===== config.mk =====
export PLATFORM = sky130hd
export DESIGN_NAME = sm_div_seq
export DESIGN_NICKNAME = d
export VERILOG_FILES = /design/src/rtl/sm_div_seq.sv
export SDC_FILE = /design/constraint.sdc
export NUM_CORES = 1
export LEC_CHECK = 0
export BUFFER_PORTS_ARGS = -buffer_cell sky130_fd_sc_hd__buf_2
export CAP_MARGIN = 15
export CORE_MARGIN = 4
export CORE_UTILIZATION = 50
export CTS_CLUSTER_SIZE = 10
export DETAILED_ROUTE_END_ITERATION = 8
export PLACE_DENSITY = 0.86
export SLEW_MARGIN = 0
export SYNTH_ARGS = -nofsm -noshare
export SYNTH_HDL_FRONTEND = slang
export SYNTH_SLANG_ARGS = --single-unit
export TNS_END_PERCENT = 100

===== constraint.sdc =====
create_clock -name clk -period 2.27 [get_ports clk]
set_input_delay 0.1135 -clock clk [delete_from_list [all_inputs] [get_ports clk]]
set_output_delay 0.1135 -clock clk [all_outputs]
set_load 0.01 [all_outputs]

===== src/rtl/sm_div_seq.sv =====
`default_nettype none
// ============================================================================
// Module      : sm_div_seq
// Description : Multi-cycle sign-magnitude restoring divider. Accepts an
//               operand pair on start_i and performs one restoring step per
//               clock, MSB of the dividend magnitude first. It returns a
//               sign-magnitude quotient and remainder with a one-cycle done
//               pulse and a divide-by-zero flag.
// Ports       : clk        - clock, rising edge
//               rst_n      - synchronous active-low reset
//               start_i    - request, sampled in IDLE or DONE
//               a_i, b_i   - dividend / divisor, sign-magnitude
//               busy_o     - division in progress
//               done_o     - one-cycle pulse, results valid
//               q_o, r_o   - quotient / remainder, sign-magnitude
//               div_zero_o - divisor magnitude was zero
// Options     : SM_DIV_EARLY_EXIT_EN - when defined, an operation with a zero
//               divisor magnitude or |a| < |b| finishes after one CALC cycle.
//               Results are identical either way.
// Revision    : 1.0 - initial release
// ============================================================================
module sm_div_seq #(
  parameter int WIDTH = 8
) (
  input  logic             clk,
  input  logic             rst_n,
  input  logic             start_i,
  input  logic [WIDTH-1:0] a_i,
  input  logic [WIDTH-1:0] b_i,
  output logic             busy_o,
  output logic             done_o,
  output logic [WIDTH-1:0] q_o,
  output logic [WIDTH-1:0] r_o,
  output logic             div_zero_o
);

  localparam int            M      = WIDTH - 1;
  localparam int            CW     = (M > 1) ? $clog2(M) : 1;
  localparam logic [CW-1:0] C_LAST = CW'(M - 1);

  typedef enum logic [1:0] {
    S_IDLE = 2'd0,
    S_CALC = 2'd1,
    S_DONE = 2'd2
  } state_e;

  state_e          state_q;
  // dvd_q starts as the dividend magnitude; each step shifts one dividend bit
  // out of the top and one quotient bit into the bottom, so after M steps it
  // holds the quotient magnitude.
  logic [M-1:0]    dvd_q;
  logic [M-1:0]    bmag_q;
  logic [M-1:0]    rem_q;
  logic [CW-1:0]   cnt_q;
  logic            sa_q;
  logic            sb_q;
`ifdef SM_DIV_EARLY_EXIT_EN
  logic            early_q;
`endif

  logic [M:0]      rem_sh_d;
  logic [M:0]      rem_d;
  logic            ge_d;
  logic [M-1:0]    dvd_d;
  logic [M-1:0]    qmag_d;
  logic [M:0]      rmag_d;
  logic            last_d;
  logic            bzero_d;

  always_comb begin
    rem_sh_d = {rem_q, dvd_q[M-1]};
    ge_d     = (rem_sh_d >= {1'b0, bmag_q});
    rem_d    = ge_d ? (rem_sh_d - {1'b0, bmag_q}) : rem_sh_d;
    dvd_d    = {dvd_q[M-2:0], ge_d};
    bzero_d  = (bmag_q == '0);
    qmag_d   = dvd_d;
    rmag_d   = rem_d;
    last_d   = (cnt_q == C_LAST);
`ifdef SM_DIV_EARLY_EXIT_EN
    // Shortcut results match what the full restoring run would produce:
    // zero divisor gives all-ones quotient, |a| < |b| gives zero quotient,
    // and in both cases the remainder is the dividend magnitude.
    if (early_q) begin
      qmag_d = {M{bzero_d}};
      rmag_d = {1'b0, dvd_q};
      last_d = 1'b1;
    end
`endif
  end

  always_ff @(posedge clk) begin
    if (!rst_n) begin
      state_q    <= S_IDLE;
      dvd_q      <= '0;
      bmag_q     <= '0;
      rem_q      <= '0;
      cnt_q      <= '0;
      sa_q       <= 1'b0;
      sb_q       <= 1'b0;
`ifdef SM_DIV_EARLY_EXIT_EN
      early_q    <= 1'b0;
`endif
      busy_o     <= 1'b0;
      done_o     <= 1'b0;
      q_o        <= '0;
      r_o        <= '0;
      div_zero_o <= 1'b0;
    end else begin
      done_o <= 1'b0;
      case (state_q)
        S_CALC: begin
          // start_i is deliberately ignored here.
          // The remainder after a step is always < 2^M, so the top bit of
          // rem_d can be dropped when storing it.
          rem_q <= rem_d[M-1:0];
          dvd_q <= dvd_d;
          cnt_q <= cnt_q + 1'b1;
          if (last_d) begin
            state_q    <= S_DONE;
            busy_o     <= 1'b0;
            done_o     <= 1'b1;
            // Zero magnitudes are forced positive: no negative zero output.
            q_o        <= {(sa_q ^ sb_q) & (|qmag_d), qmag_d};
            r_o        <= {sa_q & (|rmag_d), rmag_d[M-1:0]};
            div_zero_o <= bzero_d;
          end
        end
        default: begin
          // IDLE and DONE both accept a new request, giving back-to-back
          // operation with no idle gap.
          if (start_i) begin
            state_q <= S_CALC;
            busy_o  <= 1'b1;
            dvd_q   <= a_i[M-1:0];
            bmag_q  <= b_i[M-1:0];
            rem_q   <= '0;
            cnt_q   <= '0;
            sa_q    <= a_i[M];
            sb_q    <= b_i[M];
`ifdef SM_DIV_EARLY_EXIT_EN
            early_q <= (b_i[M-1:0] == '0) || (a_i[M-1:0] < b_i[M-1:0]);
`endif
          end else begin
            state_q <= S_IDLE;
          end
        end
      endcase
    end
  end

endmodule
`default_nettype wire


* Word level (Yosys, flattened, before mapping)
Cells that the tools add are included.
Word-level totals: output and inout port bits 19, logic and storage cells 44, bits in latches 0, bits of input ports 19, flip-flop bits (word level) 47, memories 0, RAM bits 0, memory bits (read-only) 0
Operators by class: bitwise operators 4, multipliers 0, magnitude comparators 1, shift-type cells 0, div/mod/pow operators 0, muxes and demuxes 14, reduce and logical (&&, ||, !) cells 8, add/sub/neg operators 2, eq/ne operators 3
Operators with widths (number):
- $mux 7 | 4
- $ge 8x7->1 | 1
- $mux 8 | 1
- $reduce_and 2->1 | 4
- $reduce_or 8->1 | 1
- $sub 8x7->8 | 1
- $logic_not 7->1 | 1
- $reduce_or 7->1 | 1
- $mux 3 | 2
- $mux 1 | 5
- $mux 2 | 2
- $add 3x1->3 const B | 1
- $eq 3x3->1 const B | 1
- $and 1x1->1 | 2
- $eq 2x1->1 const B | 1
- $ne 2x2->1 const B | 1
- $reduce_bool 2->1 | 1
- $not 1->1 | 1
- $xor 1x1->1 | 1

* Longest topological paths before layout
Gate-level depths: netlist (run 1).
depth after elaboration 4, gate-level depth with buffers 11, mapped depth without buffers 10

* Least setup slack after synthesis (run 1)
Ideal clock, no wire load.
kind register to register, from register dvd_q[6], to register r_o[7], arrival time 2.071 ns, path buffers 0, stages on the path, launching flop included 11, library setup time 0.127 ns, clock period less this slack 2.198 ns, slack 0.072 ns, required time 2.143 ns, cells stage by stage dfxtp_1 inv_1 ha_1 inv_1 fa_1 nand3_2 a31oi_4 or4_1 o31ai_2 a21oi_1 or3_1
Between the ends: word-level cells in the longest chain between the ends 4, elaborated cells on any way between the ends 5, those cells by class 1 x add/sub; 1 x order compare; 1 x mux; 1 x bitwise; 1 x reduce/logical
RTL lines:
- from (decl) | RTL line 51 | logic [M-1:0] dvd_q;
- from (signal assigned) | RTL line 116 | dvd_q <= dvd_d;
- from (signal assigned) | RTL line 134 | dvd_q <= a_i[M-1:0];
- $sub 8x7->8 or $ge 8x7->1 (tied branches) | RTL line 73, 72
- $mux 8 (*) | RTL line 73 | rem_d = ge_d ? (rem_sh_d - {1'b0, bmag_q}) : rem_sh_d;
- $reduce_or 8->1 (*) | RTL line 124 | r_o <= {sa_q & (|rmag_d), rmag_d[M-1:0]};
- $and 1x1->1 (*) | RTL line 124
- to (signal assigned) | RTL line 124
- to (decl) | RTL line 33 | output logic [WIDTH-1:0] r_o,
Mark *: on every way between the ends. The rest lies on a longest branch, timed or not. A chain may end at the register's enable or synchronous reset.

* Worst setup path in the final report (run 1)
from register bmag_q[3], to register r_o[7]
Between the ends: word-level cells in the longest chain between the ends 4, elaborated cells on any way between the ends 5, those cells by class 1 x add/sub; 1 x order compare; 1 x mux; 1 x bitwise; 1 x reduce/logical
RTL lines:
- from (decl) | RTL line 52 | logic [M-1:0] bmag_q;
- from (signal assigned) | RTL line 135 | bmag_q <= b_i[M-1:0];
- $sub 8x7->8 or $ge 8x7->1 (tied branches) | RTL line 73, 72
- $mux 8 (*) | RTL line 73
- $reduce_or 8->1 (*) | RTL line 124
- $and 1x1->1 (*) | RTL line 124
Marks and branches as above.

==> results of run 1 <==
## through the flow
stage / util [%] / hold WS (ns) / worst slack (ns)
3_5_place_dp: 59.8 / 0.372 / 0.0109
2_1_floorplan: - / 0.258 / 0.0716
3_3_place_gp: 59.8 / 0.364 / 0.0368
5_1_grt: 63.1 / 0.0799 / -0.0938
4_1_cts: 61.8 / 0.0619 / 0.00866
6_report: 63.1 / 0.0575 / 0.0529
## critical path, stage by stage, from the launching register on
cell	delay [ns]
dfxtp_1	0.35
inv_1	0.05
ha_2	0.40
nand4_2	0.16
a31oi_4	0.23
buf_4	0.15
nor2_2	0.07
o31ai_2	0.27
a21oi_1	0.09
or3_1	0.33
## placed cells by master (no fill, tap or decap), types with 3 or more instances in the layout
master | Yosys | routed
o211a_1 | 6 | 6
nor3b_1 | 4 | 4
nand2_1 | 38 | 38
nand3_1 | 3 | 3
inv_1 | 14 | 13
a21oi_1 | 9 | 8
nand2b_1 | 4 | 4
nand3b_1 | 5 | 5
xor2_1 | 3 | 3
o21ai_1 | 6 | 6
nor3_1 | 3 | 3
a21boi_0 | 9 | 9
o21a_1 | 3 | 3
a22o_1 | 7 | 7
ha_2 | 0 | 3
dfxtp_1 | 47 | 44
nor2b_1 | 6 | 6
dfxtp_2 | 0 | 3
buf_2 | 1 | 37
buf_4 | 1 | 12
ha_1 | 9 | 5
and2_1 | 7 | 7
clkbuf_8 | 0 | 6
nor2_1 | 10 | 10
mux2i_1 | 11 | 9
o21ai_0 | 11 | 11
## metal layers
metal  vias up  global-route usage, %  wire (um)
li1       1021                      -          -
met1       950                   24.8       2700
met2        41                   32.1       2720
met3         5                   3.63        239
met4         0                   3.91         43
met5         -                      0          0
## final timing paths
check             from        end  slack [ns]  cells after the start
max          bmag_q[3]     r_o[7]        0.05                      9
min             b_i[6]  bmag_q[6]        0.06                      3
max reg2reg  bmag_q[3]     r_o[7]        0.05                      9
min reg2reg     r_o[2]     r_o[2]        0.45                      2
## logic make-up (layout without fill, tap and decap cells)
kind of cell / Yosys count / in the layout
adders and majority gates: 10 / 10
buffers and inverters: 29 / 71
muxes: 11 / 11
and+or+nand+nor: 94 / 94
DFF: 47 / 47
AOI/OAI and AO/OA: 70 / 70
xor gates and xnor gates: 4 / 4
## cell type report
cell class	instances	area share, %
multi-input combinational	189	48.8
sequential	47	33.5
timing repair buffer	50	10.5
clock buffer	6	2.92
tap	52	2.30
inverter	14	1.86
clock inverter	1	0.177
## flip-flops by register name, indices dropped and copies added (netlist names)
register,flops
dvd_q,7
r_o,8
sa_q,1
done_o,1
bmag_q,7
busy_o,1
q_o,8
cnt_q,3
state_q,2
div_zero_o,1
rem_q,7
sb_q,1
## where the power goes
part,switching (uW),internal [uW],total (uW)
clock network,261,239,500
registers,49.4,869,918
logic,511,448,959
## what timing repair did
| item | CTS | global route |
|---|---|---|
| endpoints found under the setup margin | 1 | 4 |
| pin swaps | 0 | 2 |
| gates resized for setup | 1 | 16 |
| hold endpoints to repair | 0 | 0 |
==> results by group, run 1 <==
Run status
  – Status: completed

Clocking
  – CTS root buffer: clkbuf_8
  – CTS H-tree lvls: 2
  – CTS tree: built
  – CTS Sinks: 47
  – Worst-skew pair later-pin latency: 0.30 ns
  – Hold_buf cts: 0
  – Cts bufs inserted: 5
  – Clk buf depth: 2
  – Register clock-pin slew on the reported worst setup and hold paths: about 0.08 ns
  – Post-CTS Setup Inserts: 0

Timing
  – FMAX: 0.451 GHz
  – Setup Skew: 0.00950 ns
  – Tmin final: 2.22 ns
  – Slew HR: 66.7%
  – Final hold violations: 0
  – Final period util: 97.7%
  – RSZ-0062 raised after global routing: true
  – Setup-failing EPs final: 0
  – Worst Max-Slew Pin Slew: around 0.49 ns
  – Setup TNS: 0 ns
  – Final max-slew violation count: 0

Yosys
  – Adder-cell share of the synthesized area: under 10%
  – Top-area cell type share of the netlist area: 39.5%
  – Post-synthesis cell type count: 54
  – Xor/xnor share of the synthesized area: under 10%
  – Top cells by count, synth: 47 x dfxtp_1, 38 x nand2_1, 14 x inv_1
  – Async set or reset register ratio after synthesis: 0%
  – Syn_nets: 294
  – Synth area leader: dfxtp_1
  – Synth Flop Type: dfxtp_1
  – Number of synthesized flops with an enable pin: 0
  – Synthesized area: 0.00238 mm^2
  – Syn. warnings: 0
  – Main combinational cell family by area after synthesis: compound AO/OA/AOI/OAI gates
  – Post-synthesis sequential element count: 47
  – Post-synthesis mux area share: 4.62%
  – Post-synthesis sequential area ratio: just under 40%
  – Synth area leaders: dfxtp_1 39%, nand2_1 6.0%, ha_1 4.7%
  – Syn Area/Cell: ~9 um^2
  – Most numerous cell in the Yosys netlist: dfxtp_1
  – Compound-Gate Fraction of Synth Area: 22.8%
  – Post-Synth Simple-Gate Area: 21.0%
  – Synth Instances: 265

Setup path
  – Critical setup path kind: reg2reg
  – Critical Path RT: approximately 2.5 ns
  – Arr. time, crit path: 2.40 ns
  – Critical path peak fanout: 5
  – Startpoint types: register
  – Setup crit end kind: register

Placed design
  – Post-DP HPWL: between 4000 and 5000 um
  – Placed instance area: around 0.0027 mm^2
  – GP Congestion: 0.911
  – Buffers on Ports: 37
  – Placed Cells: 352

Routing
  – Initial DRC Count: 116
  – Via density: 5.62
  – Number of remaining DRC errors: 0
  – Routed Antenna Nets: 0
  – First-pass DRT Iterations: 4
  – DR vias: 2017
  – Post-Route WL: 5710 um
  – WL per Instance: 15.9 um

Floorplan
  – Placement Rows: 24
  – Die H: between 70 and 80 um
  – Die area: between 0.005 and 0.006 mm^2
  – Die W: 77.1 um
  – Ports: 38
  – CORE AREA: 0.00447 mm^2
  – Starting density of the core: 53.3%

Cells and area
  – Final layout net count: approximately 340
  – Layout cells sized above 1: 27.4%
  – Reg area: 945 um^2
  – Final instance area: 0.00282 mm^2
  – Fillers: 362
  – Non-filler cells, final: 359
  – Multi-input logic area: 0.00138 mm^2
  – ANT cells: 0
  – P&R area growth vs syn: 18.4%

Power
  – Pleak: 0.00127 uW
  – Overall Power: roughly 2400 uW
  – Pwr dens: roughly 840 mW/mm^2
  – Peak VDD IR: 0.000568 V

GRT
  – Largest net degree at the start of global routing: 26
  – Initial antenna violation count: 0
  – First-pass GRT wire length: 9140 um
  – GR Overflow Total: 0
  – Vias in the first global route: 1943
  – Tot GR Track Use: 18.8%

Flow run
  – Max-cap violation count: 0

Min path
  – Hold crit path type: in2reg
Power figures use the tool's default switching activity.
==> run 2: changes to the inputs <==
--- a/config.mk
+++ b/config.mk
@@ -12,6 +12,7 @@
 export CTS_CLUSTER_SIZE = 10
 export DETAILED_ROUTE_END_ITERATION = 8
 export PLACE_DENSITY = 0.86
+export SETUP_SLACK_MARGIN = 0.15
 export SLEW_MARGIN = 0
 export SYNTH_ARGS = -nofsm -noshare
 export SYNTH_HDL_FRONTEND = slang
==> results by group, run 2 (synthesis results as in run 1) <==
Cells and area
  – Final layout net count: 338 (+0.60%)
  – P&R area growth vs syn: 21.6%
  – Most frequent cells in the layout: 45 x dfxtp_1, 38 x nand2_1, 37 x buf_2
  – Layout cells sized above 1: 29.0% (+1.7 points)
  – Top flop regs: q_o (8), r_o (8)
  – ANT cells: 0 (unchanged)
  – Most common cell after layout, fill and taps aside: dfxtp_1

Placed design
  – Dpl ws: -0.0152 ns (-0.0261 ns)
  – GP Congestion: 0.869 (-4.7%)
  – Post-DP HPWL: 4080 um (-4.4%)
  – Buffers on Ports: 37 (unchanged)

Floorplan
  – Die W: 77.1 um (unchanged)
  – Die area: 0.00594 mm^2 (unchanged)
  – Ports: 38 (unchanged)
  – Placement Rows: 24 (unchanged)
  – Die H: 77.1 um (unchanged)
  – CORE AREA: 0.00447 mm^2 (unchanged)
  – Starting density of the core: 53.3% (unchanged)

Setup path
  – Crit path cell chain: ha_2, o21ai_1, a21oi_1, a221oi_1, xnor2_1, a211oi_1, or3_1
  – Reg2Reg Capture Point: r_o[7]
  – Worst Setup EP: r_o[7]
  – Arr. time, crit path: 2.39 ns (about the same)
  – RR Startpoint: rem_q[1]
  – Worst path slowest cell: dfxtp_1
  – Setup crit end kind: register
  – Reg2Reg Depth: 7 (-2)
  – Stages on worst setup path: 7 (-2)
  – FF-to-FF setup slack: 0.07 ns (about the same)
  – Crit path max-delay family: compound AO/OA/AOI/OAI gates
  – Startpoint types: register
  – Critical setup path kind: reg2reg
  – Critical path peak fanout: 5 (unchanged)
  – CP Launch Point: rem_q[1]
  – Bufs and invs on worst path: 0 (-2)
  – Critical Path RT: 2.45 ns (about the same)
  – Worst path max stage delay: 0.42 ns (+0.02 ns)

Timing
  – Setup Skew: 0.00897 ns (-0.000527 ns)
  – Tmin final: 2.20 ns (-0.0140 ns)
  – Setup TNS: 0 ns (unchanged)
  – Final period util: 97.1% (-0.61 points)
  – Final setup margin: 0.0669 ns (+0.0140 ns)
  – Final hold violations: 0 (unchanged)
  – Slew HR: 73.8% (+7.1 points)
  – Setup-failing EPs final: 0 (unchanged)
  – Final max-slew violation count: 0 (unchanged)
  – FMAX: 0.454 GHz (+0.63%)
  – Worst Max-Slew Pin Slew: 0.394 ns (-0.0983 ns)
  – Hold Slack: 0.0570 ns (-0.000516 ns)
  – RSZ-0062 raised after global routing: true

Clocking
  – CTS tree: built
  – CTS root buffer: clkbuf_8
  – Clk buf depth: 2 (unchanged)
  – Cts bufs inserted: 5 (unchanged)
  – Worst-skew pair later-pin latency: 0.30 ns (about the same)
  – Register clock-pin slew on the reported worst setup and hold paths: 0.08 ns (about the same)
  – CTS H-tree lvls: 2 (unchanged)
  – CTS Sinks: 47 (unchanged)

Min path
  – Hold path start: b_i[2]
  – Hold crit path type: in2reg

Routing
  – Via density: 5.78 (+2.8%)
  – Routed Antenna Nets: 0 (unchanged)
  – First-pass DRT Iterations: 4 (unchanged)
  – Initial DRC Count: 195 (+68%)
  – DR vias: 2091 (+3.7%)
  – Post-Route WL: 5590 um (-2.0%)
  – Number of remaining DRC errors: 0 (unchanged)
  – WL per Instance: 15.4 um (-2.8%)

Flow run
  – Max-cap violation count: 0 (unchanged)

GRT
  – GR Overflow Total: 0 (unchanged)
  – Initial antenna violation count: 0 (unchanged)
  – First-pass GRT wire length: 9230 um (+0.91%)
  – Vias in the first global route: 2029 (+4.4%)
  – Largest net degree at the start of global routing: 21 (-19%)
  – Tot GR Track Use: 19.0% (+0.18 points)

Power
  – Overall Power: 2490 uW (+4.7%)
  – Pleak: 0.00129 uW (+1.7%)
  – Pwr dens: 858 mW/mm^2 (+2.0%)
  – Peak VDD IR: 0.000398 V (-30%)

Run status
  – Status: completed
run 2: cell count changes in the layout (fill, tap and decap cells not counted), sizes merged:
| cell | delta |
|---|---|
| buf | +2 |
| bufinv | +1 |
run 2: per-stage QoR:
| step | utilization [%] | std cells | cell area, um^2 |
|---|---|---|---|
| floorplan | - | 265 | 2390 |
| detailed placement | 59.3 | 349 | 2650 |
| global placement | 59.3 | 349 | 2650 |
| global route | 64.8 | 362 | 2900 |
| finish | 64.8 | 362 | 2900 |
| CTS | 64.0 | 361 | 2860 |
run 2: cell type report:
type	instances	area, um^2
clock buffer	6	82.6
inverter	14	52.6
multi-input combinational	189	1420
timing repair buffer	52	298
sequential	47	943
fill	333	1580
clock inverter	2	35.0
tap	52	65.1
run 2: how the worst min path moves through the flow:
stage	to	cells past startpoint
2_1_floorplan	bmag_q[3]	2
3_3_place_gp	bmag_q[6]	3
3_5_place_dp	sa_q	3
4_1_cts	sa_q	3
5_1_grt	bmag_q[2]	3
6_report	bmag_q[2]	3
run 2: timing repair:
item                       CTS  global route
pin swaps                    1             2
hold buffers                 0             0
resized for setup           17             5
setup endpoints to repair   13             7
setup buffers                4             1
run 2: tightest hold or removal path, cell delays in order:
cell and delay (ns):
buf_2 0.09, nand2_1 0.04, a21boi_0 0.06
run 2: per-layer routing:
| metal | track usage, % | vias up | routed length [um] |
|---|---|---|---|
| met4 | 8.19 | 0 | 94 |
| met3 | 2.81 | 14 | 361 |
| met5 | 0 | - | 0 |
| li1 | - | 1027 | - |
| met1 | 24.5 | 983 | 2480 |
| met2 | 31.5 | 67 | 2650 |
run 2: where the power goes:
part | switching, uW | leakage (uW) | internal, uW
logic | 511 | 0.000846 | 429
registers | 48.8 | 0.000384 | 868
clock network | 274 | 0.0000612 | 356
total | 835 | 0.00129 | 1650
